File: src/rtl/alu_pkg.sv
// Shared op codes, FSM state and flag bundle for the bit-serial sliced ALU.
package alu_pkg;

   localparam logic       MODE_ARITH = 1'b0;
   localparam logic       MODE_LOGIC = 1'b1;

   localparam logic [2:0] OP_ADD  = 3'b000;
   localparam logic [2:0] OP_SUB  = 3'b001;
   localparam logic [2:0] OP_INC  = 3'b010;
   localparam logic [2:0] OP_DEC  = 3'b011;
   localparam logic [2:0] OP_PASS = 3'b100;

   localparam logic [2:0] OP_AND  = 3'b000;
   localparam logic [2:0] OP_OR   = 3'b001;
   localparam logic [2:0] OP_XOR  = 3'b010;
   localparam logic [2:0] OP_NOT  = 3'b011;

   typedef enum logic [1:0] {ST_IDLE, ST_RUN, ST_DONE} state_t;

   typedef struct packed {
      logic c;
      logic z;
      logic s;
      logic v;
   } flags_t;

   // Carry fed into slice 0: SUB/INC need the +1, ADD takes the user carry.
   function automatic logic init_carry(input logic mode, input logic [2:0] op, input logic cin);
      logic w_c;
      w_c = 1'b0;
      if (mode == MODE_ARITH) begin
         case (op)
            OP_ADD:         w_c = cin;
            OP_SUB, OP_INC: w_c = 1'b1;
            default:        w_c = 1'b0;
         endcase
      end
      return w_c;
   endfunction

endpackage

File: src/rtl/alu_slice.sv
// Combinational SLICE-bit ALU slice; also exposes the carry into its MSB for overflow.
module alu_slice
   import alu_pkg::*;
#(
   parameter int SLICE = 4
) (
   input  logic [SLICE-1:0] i_a,
   input  logic [SLICE-1:0] i_b,
   input  logic             i_mode,
   input  logic [2:0]       i_op,
   input  logic             i_cin,
   output logic [SLICE-1:0] o_out,
   output logic             o_cout,
   output logic             o_msb_cin
);

   logic [SLICE-1:0] w_b_eff;
   logic [SLICE:0]   w_sum;

   always_comb begin
      w_b_eff   = '0;
      w_sum     = '0;
      o_out     = '0;
      o_cout    = 1'b0;
      o_msb_cin = 1'b0;
      if (i_mode == MODE_ARITH) begin
         // INC and PASS add zero; the +1 for INC arrives on the carry chain.
         case (i_op)
            OP_ADD:  w_b_eff = i_b;
            OP_SUB:  w_b_eff = ~i_b;
            OP_DEC:  w_b_eff = '1;
            default: w_b_eff = '0;
         endcase
         w_sum     = {1'b0, i_a} + {1'b0, w_b_eff} + {{SLICE{1'b0}}, i_cin};
         o_out     = w_sum[SLICE-1:0];
         o_cout    = w_sum[SLICE];
         o_msb_cin = i_a[SLICE-1] ^ w_b_eff[SLICE-1] ^ w_sum[SLICE-1];
      end else begin
         case (i_op)
            OP_AND:  o_out = i_a & i_b;
            OP_OR:   o_out = i_a | i_b;
            OP_XOR:  o_out = i_a ^ i_b;
            OP_NOT:  o_out = ~i_a;
            default: o_out = '0;
         endcase
      end
   end

endmodule

File: src/rtl/sliced_alu.sv
// Multi-cycle ALU: processes SLICE bits per cycle, LSB slice first, valid/ready on both sides.
module sliced_alu
   import alu_pkg::*;
#(
   parameter int WIDTH = 32,
   parameter int SLICE = 4
) (
   input  logic             clk,
   input  logic             reset,
   input  logic             in_valid,
   output logic             in_ready,
   input  logic [WIDTH-1:0] a,
   input  logic [WIDTH-1:0] b,
   input  logic             mode,
   input  logic [2:0]       op,
   input  logic             cin,
   output logic             out_valid,
   input  logic             out_ready,
   output logic [WIDTH-1:0] result,
   output logic             carry_flag,
   output logic             zero_flag,
   output logic             sign_flag,
   output logic             overflow_flag
);

   localparam int N  = WIDTH / SLICE;
   localparam int CW = (N > 1) ? $clog2(N) : 1;

   generate
      if (WIDTH % SLICE != 0) begin : g_bad_slice
         $error("sliced_alu: WIDTH must be a multiple of SLICE");
      end
   endgenerate

   state_t           r_state, w_next;
   logic [CW-1:0]    r_cnt;
   logic [WIDTH-1:0] r_a, r_b, r_result;
   logic             r_mode, r_carry, r_zacc;
   logic [2:0]       r_op;
   flags_t           r_flags;

   logic             w_last;
   int               w_base;
   logic [SLICE-1:0] w_out;
   logic             w_cout, w_msb_cin, w_arith, w_ovf_op;

   assign w_last   = (r_cnt == CW'(N - 1));
   assign w_base   = int'(r_cnt) * SLICE;
   assign w_arith  = (r_mode == MODE_ARITH);
   // ADD/SUB/INC/DEC occupy codes 0-3; PASS and its aliases have op[2] set.
   assign w_ovf_op = w_arith && !r_op[2];

   alu_slice #(.SLICE(SLICE)) u_slice (
      .i_a      (r_a[w_base +: SLICE]),
      .i_b      (r_b[w_base +: SLICE]),
      .i_mode   (r_mode),
      .i_op     (r_op),
      .i_cin    (r_carry),
      .o_out    (w_out),
      .o_cout   (w_cout),
      .o_msb_cin(w_msb_cin)
   );

   always_ff @(posedge clk) begin
      if (reset) r_state <= ST_IDLE;
      else       r_state <= w_next;
   end

   always_comb begin
      w_next = r_state;
      case (r_state)
         ST_IDLE: if (in_valid)  w_next = ST_RUN;
         ST_RUN:  if (w_last)    w_next = ST_DONE;
         ST_DONE: if (out_ready) w_next = ST_IDLE;
         default:                w_next = ST_IDLE;
      endcase
   end

   always_ff @(posedge clk) begin
      if (reset) begin
         r_cnt    <= '0;
         r_carry  <= 1'b0;
         r_zacc   <= 1'b0;
         r_a      <= '0;
         r_b      <= '0;
         r_mode   <= 1'b0;
         r_op     <= '0;
         r_result <= '0;
         r_flags  <= '0;
      end else begin
         case (r_state)
            ST_IDLE: if (in_valid) begin
               r_a     <= a;
               r_b     <= b;
               r_mode  <= mode;
               r_op    <= op;
               r_carry <= init_carry(mode, op, cin);
               r_cnt   <= '0;
               r_zacc  <= 1'b1;
            end
            ST_RUN: begin
               r_result[w_base +: SLICE] <= w_out;
               r_carry <= w_cout;
               r_zacc  <= r_zacc & ~|w_out;
               r_cnt   <= r_cnt + CW'(1);
               if (w_last) begin
                  r_flags.c <= w_arith & w_cout;
                  r_flags.z <= r_zacc & ~|w_out;
                  r_flags.s <= w_out[SLICE-1];
                  r_flags.v <= w_ovf_op & (w_msb_cin ^ w_cout);
               end
            end
            default: ;
         endcase
      end
   end

   assign in_ready      = (r_state == ST_IDLE);
   assign out_valid     = (r_state == ST_DONE);
   assign result        = r_result;
   assign carry_flag    = r_flags.c;
   assign zero_flag     = r_flags.z;
   assign sign_flag     = r_flags.s;
   assign overflow_flag = r_flags.v;

endmodule

File: config.mk
export PLATFORM = sky130hd
export DESIGN_NAME = sliced_alu
export DESIGN_NICKNAME = d
export VERILOG_FILES = /design/src/rtl/alu_pkg.sv /design/src/rtl/alu_slice.sv /design/src/rtl/sliced_alu.sv
export SDC_FILE = /design/constraint.sdc
export NUM_CORES = 1
export LEC_CHECK = 0
export ABC_AREA = 1
export CORE_MARGIN = 4
export CORE_UTILIZATION = 30
export DETAILED_ROUTE_END_ITERATION = 10
export GPL_TIMING_DRIVEN = 1
export HOLD_SLACK_MARGIN = 0.03
export PLACE_DENSITY = 0.59
export SYNTH_ARGS = -nofsm -noshare
export SYNTH_HDL_FRONTEND = slang
export SYNTH_SLANG_ARGS = --single-unit
File: constraint.sdc
create_clock -name clk -period 5.1 [get_ports clk]
set_input_delay 1.02 -clock clk [delete_from_list [all_inputs] [get_ports clk]]
set_output_delay 1.02 -clock clk [all_outputs]
set_load 0.02 [all_outputs]
==> impl_summary.txt, run 1 <==
----------------------------------------------------
[Routing]
  Violation count after the first detailed-routing iteration ... 306
  Post-route ant nets ... 0
  Number of remaining DRC errors ... 0
  Routed len/inst ... 13.46 µm
  Pre-Repair DR Iteration Count ... 5
  Via count ... 4,810
  Number of vias per cell after detailed routing ... 4.612
  Routed WL ... 14,040 µm

[STA]
  Final-report setup violation count ... 0
  Achievable Freq ... 288.8 MHz
  Number of max-slew violations in the final report ... 0
  Hold Fails Final Rpt ... 0
  Fraction of the cycle the final worst path needs ... 67.90%
  Final min period ... 3.463 ns
  Clk_skew ... 0.01230 ns
  Worst relative slew slack ... 44.55%
  Actual transition at the worst max-transition pin ... 0.8318 ns
  RSZ-0062 raised after global routing ... no
  Total negative setup slack ... 0 ns

[Clocking]
  # H-tree levels ... 3
  Clock transition at the registers of the reported paths ... 0.07 ns
  Max Buffers Root-to-Sink ... 2
  Number of buffers added by the clock tree synthesis step ... 9
  Buffer type at the clock tree root ... sky130_fd_sc_hd__clkbuf_16
  TritonCTS clock tree ... yes
  Post-CTS setup buffers ... 0
  Number of cells upsized or downsized after cts ... 0
  CTS sink count ... 111
  Post-CTS Hold Fix Bufs ... 0
  Worst skew pair latency ... 0.36 ns

[Worst setup path]
  Origin of the worst setup path ... r_cnt[0]
  Largest fanout of any net on the critical path ... 37
  Crit path arrival time ... 3.69 ns
  Data required time of the critical path ... 5.33 ns
  List of cells traversed by the critical path ... buf_4, inv_8, o21ai_0, o22ai_1, inv_1, nand2_1, o21ai_2, nor2_1, a211oi_1, fa_1, inv_1, fa_1, nand2_1, inv_1, o21ai_0, nand2_2, nand2_1, nor2_1, nand2_1, a21oi_1
  Category of the most critical setup path ... reg2reg
  Slowest library cell on the worst path ... sky130_fd_sc_hd__dfxtp_1
  Crit Reg-Reg Endpoint ... zero_flag
  Setup crit end kind ... register
  R2r startpoint ... r_cnt[0]
  Flop2flop setup slack ... 1.64 ns
  Worst Setup Start Kind ... register
  Peak per-stage delay on the critical path ... 0.56 ns
  Worst-case reg-to-reg path depth ... 20
  Library cell appearing most often on the critical path ... sky130_fd_sc_hd__nand2_1

[Place]
  Gp weighted congestion ... 0.8105
  Count of input and output buffers ... 110
  Instance count after placement with tap cells included ... 1,027
  Final HPWL DP ... 10,490 µm
  Placement Cell Area ... 6558 µm²

[Final layout]
  Proportion of layout cells with a drive suffix above 1 ... 7.335%
  Combined flip-flop and latch cell area ... 2222 µm²
  Antenna diode count ... 0
  Fill cell count ... 1,792
  Final Instance Count excl. Fillers ... 1,043
  Fin area ... 6897 µm²
  NumNets Final ... 906
  Area used by multi-input combinational logic ... 2615 µm²
  Growth of design area from synthesis to finish ... 29.66%

[Pwr]
  Reported net switching power ... 633.5 µW
  Power Density ... 317.9 nW/µm²
  Peak supply drop ... 175.1 µV
  Combinational group share of total power ... 20.7%
  Switching fraction of total power ... 28.90%
  Power share of the clock group ... 36.0%
  Fraction of power consumed by sequential logic ... 43.3%
  Internal power of the cells ... 1559 µW
  Leakage power total ... 0.002834 µW

[Logic synthesis]
  Synthesized-area fraction occupied by xor and xnor cells ... 0.1647%
  EDFF count, synth ... 0
  Share of synthesized area spent on multiplexers ... 0%
  Cell area after synthesis ... 5319 µm²
  Synth top area cells ... sky130_fd_sc_hd__dfxtp_1 42%, sky130_fd_sc_hd__o21ai_0 11%, sky130_fd_sc_hd__a21oi_1 7.5%
  Share of the synthesized area in the top cell type ... 41.78%
  Leading area contributor after synthesis ... sky130_fd_sc_hd__dfxtp_1
  Share of synthesized area occupied by flip-flops and latches ... 41.78%
  Count of warnings emitted by yosys ... 0
  Total of flip-flops plus latches after synthesis ... 111
  Fraction of the mapped netlist area in simple logic gates ... 22.18%
  Number of different library cells in the post-synthesis netlist ... 41
  Synth Area in Compound Gates ... 21.78%
  Main synth FF type ... sky130_fd_sc_hd__dfxtp_1
  Post-synthesis adder-cell area fraction ... 4.987%
  Largest family of logic cells by synthesized area ... simple AND/OR/NAND/NOR gates
  Synth Instances ... 723
  Net count after synthesis ... 816
  Mean cell area of the mapped netlist ... 7.357 µm²
  Proportion of synthesized flip-flops having asynchronous set or reset ... 0%

[Global routing]
  GR Util All Layers ... 14.54%
  Maximum number of pins on one net before global-route repair ... 105
  Global-route wire length before repair ... 23,470 µm
  Initial antenna violation count ... 0
  Leftover overflow at the end of global routing ... 0
  Via count of the first global-routing pass ... 4,693

[Worst hold path]
  Worst min-delay path endpoint ... r_a[13]
  Hold path startpoint ... r_a[13]
  Worst Hold Path Cells ... 2
  Min-delay worst type ... reg2reg

[Floorplan]
  Die boundary width ... 141.2 µm
  I/O Pins ... 111
  Core Box Area ... 17,360 µm²
  DIE HEIGHT ... 141.2 µm
  Std-Cell Rows ... 48
  Die area ... 19,920 µm²
  Initial core utilization ... 30.64%

[Job]
  Max-Cap Viols ... 0

[Run status]
  Status ... complete, no violations

----------------------------------------------------
[flip-flops by register name, summed over array words and instances, names as in the netlist]
| name | cells |
|---|---|
| carry_flag | 1 |
| overflow_flag | 1 |
| r_a | 32 |
| r_b | 32 |
| r_carry | 1 |
| r_cnt | 3 |
| r_mode | 1 |
| r_op | 3 |
| r_state | 2 |
| r_zacc | 1 |
| result | 32 |
| sign_flag | 1 |
| zero_flag | 1 |
[worst max-delay path by stage]
| stage | to | cells past startpoint |
|---|---|---|
| finish | zero_flag | 20 |
| global route | result[14] | 19 |
| CTS | r_zacc | 20 |
| detailed placement | zero_flag | 18 |
| global placement | zero_flag | 18 |
| floorplan | zero_flag | 19 |
[cells by family after synthesis]
logic type      Yosys count
flops                   111
compound gates          224
buf+inv                 113
simple gates            254
xor+xnor                  1
fa+ha+maj                20
[layout make-up]
cell class | instances | area share (%)
Multi-Input combinational cell | 499 | 37.92
Sequential cell | 111 | 32.22
Timing Repair Buffer | 116 | 16.62
Inverter | 76 | 4.245
Tap cell | 225 | 4.082
Clock buffer | 11 | 3.665
Clock inverter | 5 | 1.252
[power groups by stage]
| stage | clock network, µW | logic (µW) | registers [µW] |
|---|---|---|---|
| detailed placement | 0 | 458 | 970 |
| global route | 844 | 527 | 956 |
| global placement | 0 | 453 | 969 |
| CTS | 812 | 459 | 950 |
| finish | 789 | 453 | 950 |
| floorplan | 0 | 316 | 964 |
[placed cells by master, fill, tap and decap left out, drive strengths merged]
master / n
nand3: 34
clkinv: 3
o21ai: 128
o31ai: 1
ha: 18
o211ai: 1
nor3: 10
o21a: 2
o221ai: 1
clkdlybuf4s50: 110
or2: 2
xor2: 1
fa: 2
o21bai: 1
nor4: 1
buf: 6
dfxtp: 111
a211oi: 2
bufinv: 2
nor2: 109
a21oi: 81
nand2: 96
inv: 76
clkbuf: 11
o22ai: 7
nand3b: 2
[per-layer routing]
layer	track usage, %	vias to the layer above	share of wire (%)
li1	-	2554	-
met1	19.80	2167	49
met2	23.20	75	46
met3	3.223	14	3.9
met4	4.080	0	1.2
met5	0	-	0
[stage by stage]
stage / hold slack, ns / util (%) / setup slack [ns] / power [µW]
after floorplan: 0.4292 / - / 2.298 / 1280
after global placement: 0.4437 / 37.78 / 1.788 / 1422
after global routing: 0.4834 / 39.73 / 1.243 / 2327
after CTS: 0.4607 / 39.73 / 1.628 / 2221
after detailed placement: 0.4491 / 37.78 / 1.640 / 1428
final: 0.4572 / 39.73 / 1.637 / 2192
[worst max-delay path: cells and delay by family, from the launching register on]
| family | cells | cell delay (ns) |
|---|---|---|
| AOI/OAI and AO/OA | 6 | 0.97 |
| buffers and inverters | 5 | 0.68 |
| adders and majority gates | 2 | 0.60 |
| DFF | 1 | 0.56 |
| and+or+nand+nor | 7 | 0.54 |
[synthesized netlist by cell type (2+ instances only)]
cell and count:
sky130_fd_sc_hd__a21oi_1 80, sky130_fd_sc_hd__buf_6 3, sky130_fd_sc_hd__nand3_2 2, sky130_fd_sc_hd__nand2_1 89, sky130_fd_sc_hd__nand3b_1 2, sky130_fd_sc_hd__buf_2 6
sky130_fd_sc_hd__nor2_2 5, sky130_fd_sc_hd__nand2_2 6, sky130_fd_sc_hd__o21ai_1 5, sky130_fd_sc_hd__inv_2 7, sky130_fd_sc_hd__dfxtp_1 111, sky130_fd_sc_hd__a211oi_1 2
sky130_fd_sc_hd__clkinv_1 2, sky130_fd_sc_hd__o21a_1 2, sky130_fd_sc_hd__nor3_2 2, sky130_fd_sc_hd__o21ai_0 122, sky130_fd_sc_hd__nor3_4 7, sky130_fd_sc_hd__nor2_1 103
sky130_fd_sc_hd__ha_1 18, sky130_fd_sc_hd__inv_1 66, sky130_fd_sc_hd__clkbuf_1 23, sky130_fd_sc_hd__fa_1 2, sky130_fd_sc_hd__o22ai_1 7, sky130_fd_sc_hd__buf_4 3
sky130_fd_sc_hd__nand3_1 32
Note: power is estimated with default switching activity, not from simulation.
==> run 2: changes to the inputs <==
- clock period: 5.1 -> 3.4 ns (I/O delays scaled with it)
==> run 2 against run 1 <==
First-iteration DRC count increased by 18%; largest power group unchanged; highest routed layer unchanged; maximum frequency increased by 13%; non-clock buffer count increased by 6.
==> impl_summary.txt, run 2 (same netlist as run 1, synthesis figures left out) <==
----------------------------------------------------
[Run status]
  Status ... complete, no violations

[STA]
  Worst relative slew slack ... 64.60%
  Fraction of the cycle the final worst path needs ... 90.30%
  Final worst hold slack ... 0.4587 ns
  Hold Fails Final Rpt ... 0
  Final min period ... 3.070 ns
  Actual transition at the worst max-transition pin ... 0.5292 ns
  Number of max-slew violations in the final report ... 0
  Final-report setup violation count ... 0
  Clk_skew ... 0.01292 ns
  Total negative setup slack ... 0 ns
  RSZ-0062 raised after global routing ... no
  Achievable Freq ... 325.7 MHz

[Pwr]
  Peak supply drop ... 248.7 µV
  Reported net switching power ... 954.0 µW
  Fraction of power consumed by sequential logic ... 44.3%
  Switching fraction of total power ... 29.63%
  Post-route total power ... 3220 µW
  Leakage power total ... 0.002853 µW
  Power Density ... 464.9 nW/µm²
  Combinational group share of total power ... 21.8%
  Power share of the clock group ... 34.0%
  Internal power of the cells ... 2266 µW

[Routing]
  Number of remaining DRC errors ... 0
  Pre-Repair DR Iteration Count ... 5
  Via count ... 4,828
  Post-route ant nets ... 0
  Routed len/inst ... 13.91 µm
  Routed WL ... 14,590 µm
  Violation count after the first detailed-routing iteration ... 360
  Number of vias per cell after detailed routing ... 4.602

[Clocking]
  Clock transition at the registers of the reported paths ... 0.07 ns
  Post-CTS setup buffers ... 0
  TritonCTS clock tree ... yes
  # H-tree levels ... 3
  Buffer type at the clock tree root ... sky130_fd_sc_hd__clkbuf_16
  Max Buffers Root-to-Sink ... 2
  Worst skew pair latency ... 0.35 ns
  CTS sink count ... 111
  Post-CTS Hold Fix Bufs ... 0
  Number of buffers added by the clock tree synthesis step ... 9

[Worst setup path]
  Worst-case reg-to-reg path depth ... 16
  Setup crit end kind ... register
  Data required time of the critical path ... 3.68 ns
  Origin of the worst setup path ... r_cnt[0]
  Peak per-stage delay on the critical path ... 0.49 ns
  R2r startpoint ... r_cnt[0]
  Flop2flop setup slack ... 0.33 ns
  List of cells traversed by the critical path ... inv_8, o21ai_0, o22ai_1, o21ai_2, nor2_1, a211oi_1, fa_1, inv_1, fa_1, nand2_1, inv_1, o21ai_0, nand2_2, nor2_2, nand2_1, a21oi_1
  Crit path arrival time ... 3.35 ns
  Category of the most critical setup path ... reg2reg
  Largest fanout of any net on the critical path ... 31
  End point of the critical path ... result[22]
  Number of gates on the worst path with buffers counted ... 16
  Slowest library cell on the worst path ... sky130_fd_sc_hd__dfxtp_2
  CP top delay family ... compound AO/OA/AOI/OAI gates
  Worst Setup Start Kind ... register
  Sum of buffers and inverters on the critical path ... 3
  Crit Reg-Reg Endpoint ... result[22]

[Floorplan]
  I/O Pins ... 111
  Core Box Area ... 17,360 µm²
  Die area ... 19,920 µm²
  Std-Cell Rows ... 48
  Initial core utilization ... 30.64%
  DIE HEIGHT ... 141.2 µm
  Die boundary width ... 141.2 µm

[Global routing]
  GR Util All Layers ... 15.05%
  Maximum number of pins on one net before global-route repair ... 78
  Initial antenna violation count ... 0
  Global-route wire length before repair ... 24,270 µm
  Via count of the first global-routing pass ... 4,782
  Leftover overflow at the end of global routing ... 0

[Final layout]
  Fill cell count ... 1,773
  Most used cells in the layout excluding fill and tap cells ... 122 x sky130_fd_sc_hd__o21ai_0, 110 x sky130_fd_sc_hd__dfxtp_1, 110 x sky130_fd_sc_hd__clkdlybuf4s50_1, 103 x sky130_fd_sc_hd__nor2_1, 88 x sky130_fd_sc_hd__nand2_1
  Proportion of layout cells with a drive suffix above 1 ... 8.131%
  Final Instance Count excl. Fillers ... 1,049
  Fin area ... 6925 µm²
  Antenna diode count ... 0
  Most common library cell in the layout ignoring fill and taps ... sky130_fd_sc_hd__o21ai_0
  NumNets Final ... 912
  Growth of design area from synthesis to finish ... 30.20%

[Worst hold path]
  Min-delay worst type ... reg2reg

[Place]
  Count of input and output buffers ... 110
  Final HPWL DP ... 10,830 µm
  Instance count after placement with tap cells included ... 1,033
  Placement Cell Area ... 6615 µm²
  Gp weighted congestion ... 0.8328

[Job]
  Max-Cap Viols ... 0

----------------------------------------------------
-- run 2: cell types whose count changed in the layout (fill, tap and decap cells not counted), sizes merged --
cell | previous run | this run
clkinv | 3 | 5
inv | 76 | 74
clkinvlp | 0 | 1
buf | 6 | 12
bufinv | 2 | 1
-- run 2: repair_timing --
action | CTS | global route
endpoints found under the setup margin | 0 | 11
endpoints found under the hold margin | 0 | 0
resized for setup | 0 | 1
-- run 2: metal layers --
metal  GRT usage, %  wire, µm  up-vias
met1          21.18      7408     2145
met5              0         0        -
met4          4.233       247        0
met3          3.426       564       17
li1               -         -     2571
met2          23.13      6370       95
-- run 2: final cells by class --
cell class	count	area (µm²)	share of cell area (%)
sequential	111	2223	32.10
inverter	76	292.8	4.228
clock buffer	11	252.7	3.649
timing repair buffer	122	1204	17.38
clock inverter	5	56.30	0.8130
multi-input combinational	499	2615	37.76
tap	225	281.5	4.065
-- run 2: per-stage QoR --
step / setup slack [ns] / util (%)
3_3_place_gp: 0.3146 / 38.11
4_1_cts: 0.1161 / 39.89
2_1_floorplan: 0.5979 / -
6_report: 0.3298 / 39.90
5_1_grt: 0.02567 / 39.90
3_5_place_dp: 0.1384 / 38.11
-- run 2: worst min-delay path, delay by kind of cell (launching register included) --
kind / cells / cell delay, ns
flip-flops: 1 / 0.30
buffers and inverters: 1 / 0.06
AO/OA/AOI/OAI: 1 / 0.06
-- run 2: power by group through the flow --
| stage | logic (µW) | registers, µW | clock network (µW) |
|---|---|---|---|
| after floorplan | 475 | 1450 | 0 |
| after global placement | 698 | 1450 | 0 |
| after detailed placement | 701 | 1450 | 0 |
| after CTS | 705 | 1420 | 1130 |
| after global routing | 803 | 1430 | 1180 |
| final | 701 | 1430 | 1090 |
-- run 2: worst min-delay path by stage --
stage	start	to	slack [ns]	cells after the start
6_report	r_a[2]	r_a[2]	0.46	2
5_1_grt	r_a[22]	r_a[22]	0.49	2
4_1_cts	r_a[2]	r_a[2]	0.46	2
3_5_place_dp	r_a[2]	r_a[2]	0.45	2
3_3_place_gp	r_a[10]	r_a[10]	0.44	2
2_1_floorplan	r_a[0]	r_a[0]	0.43	2
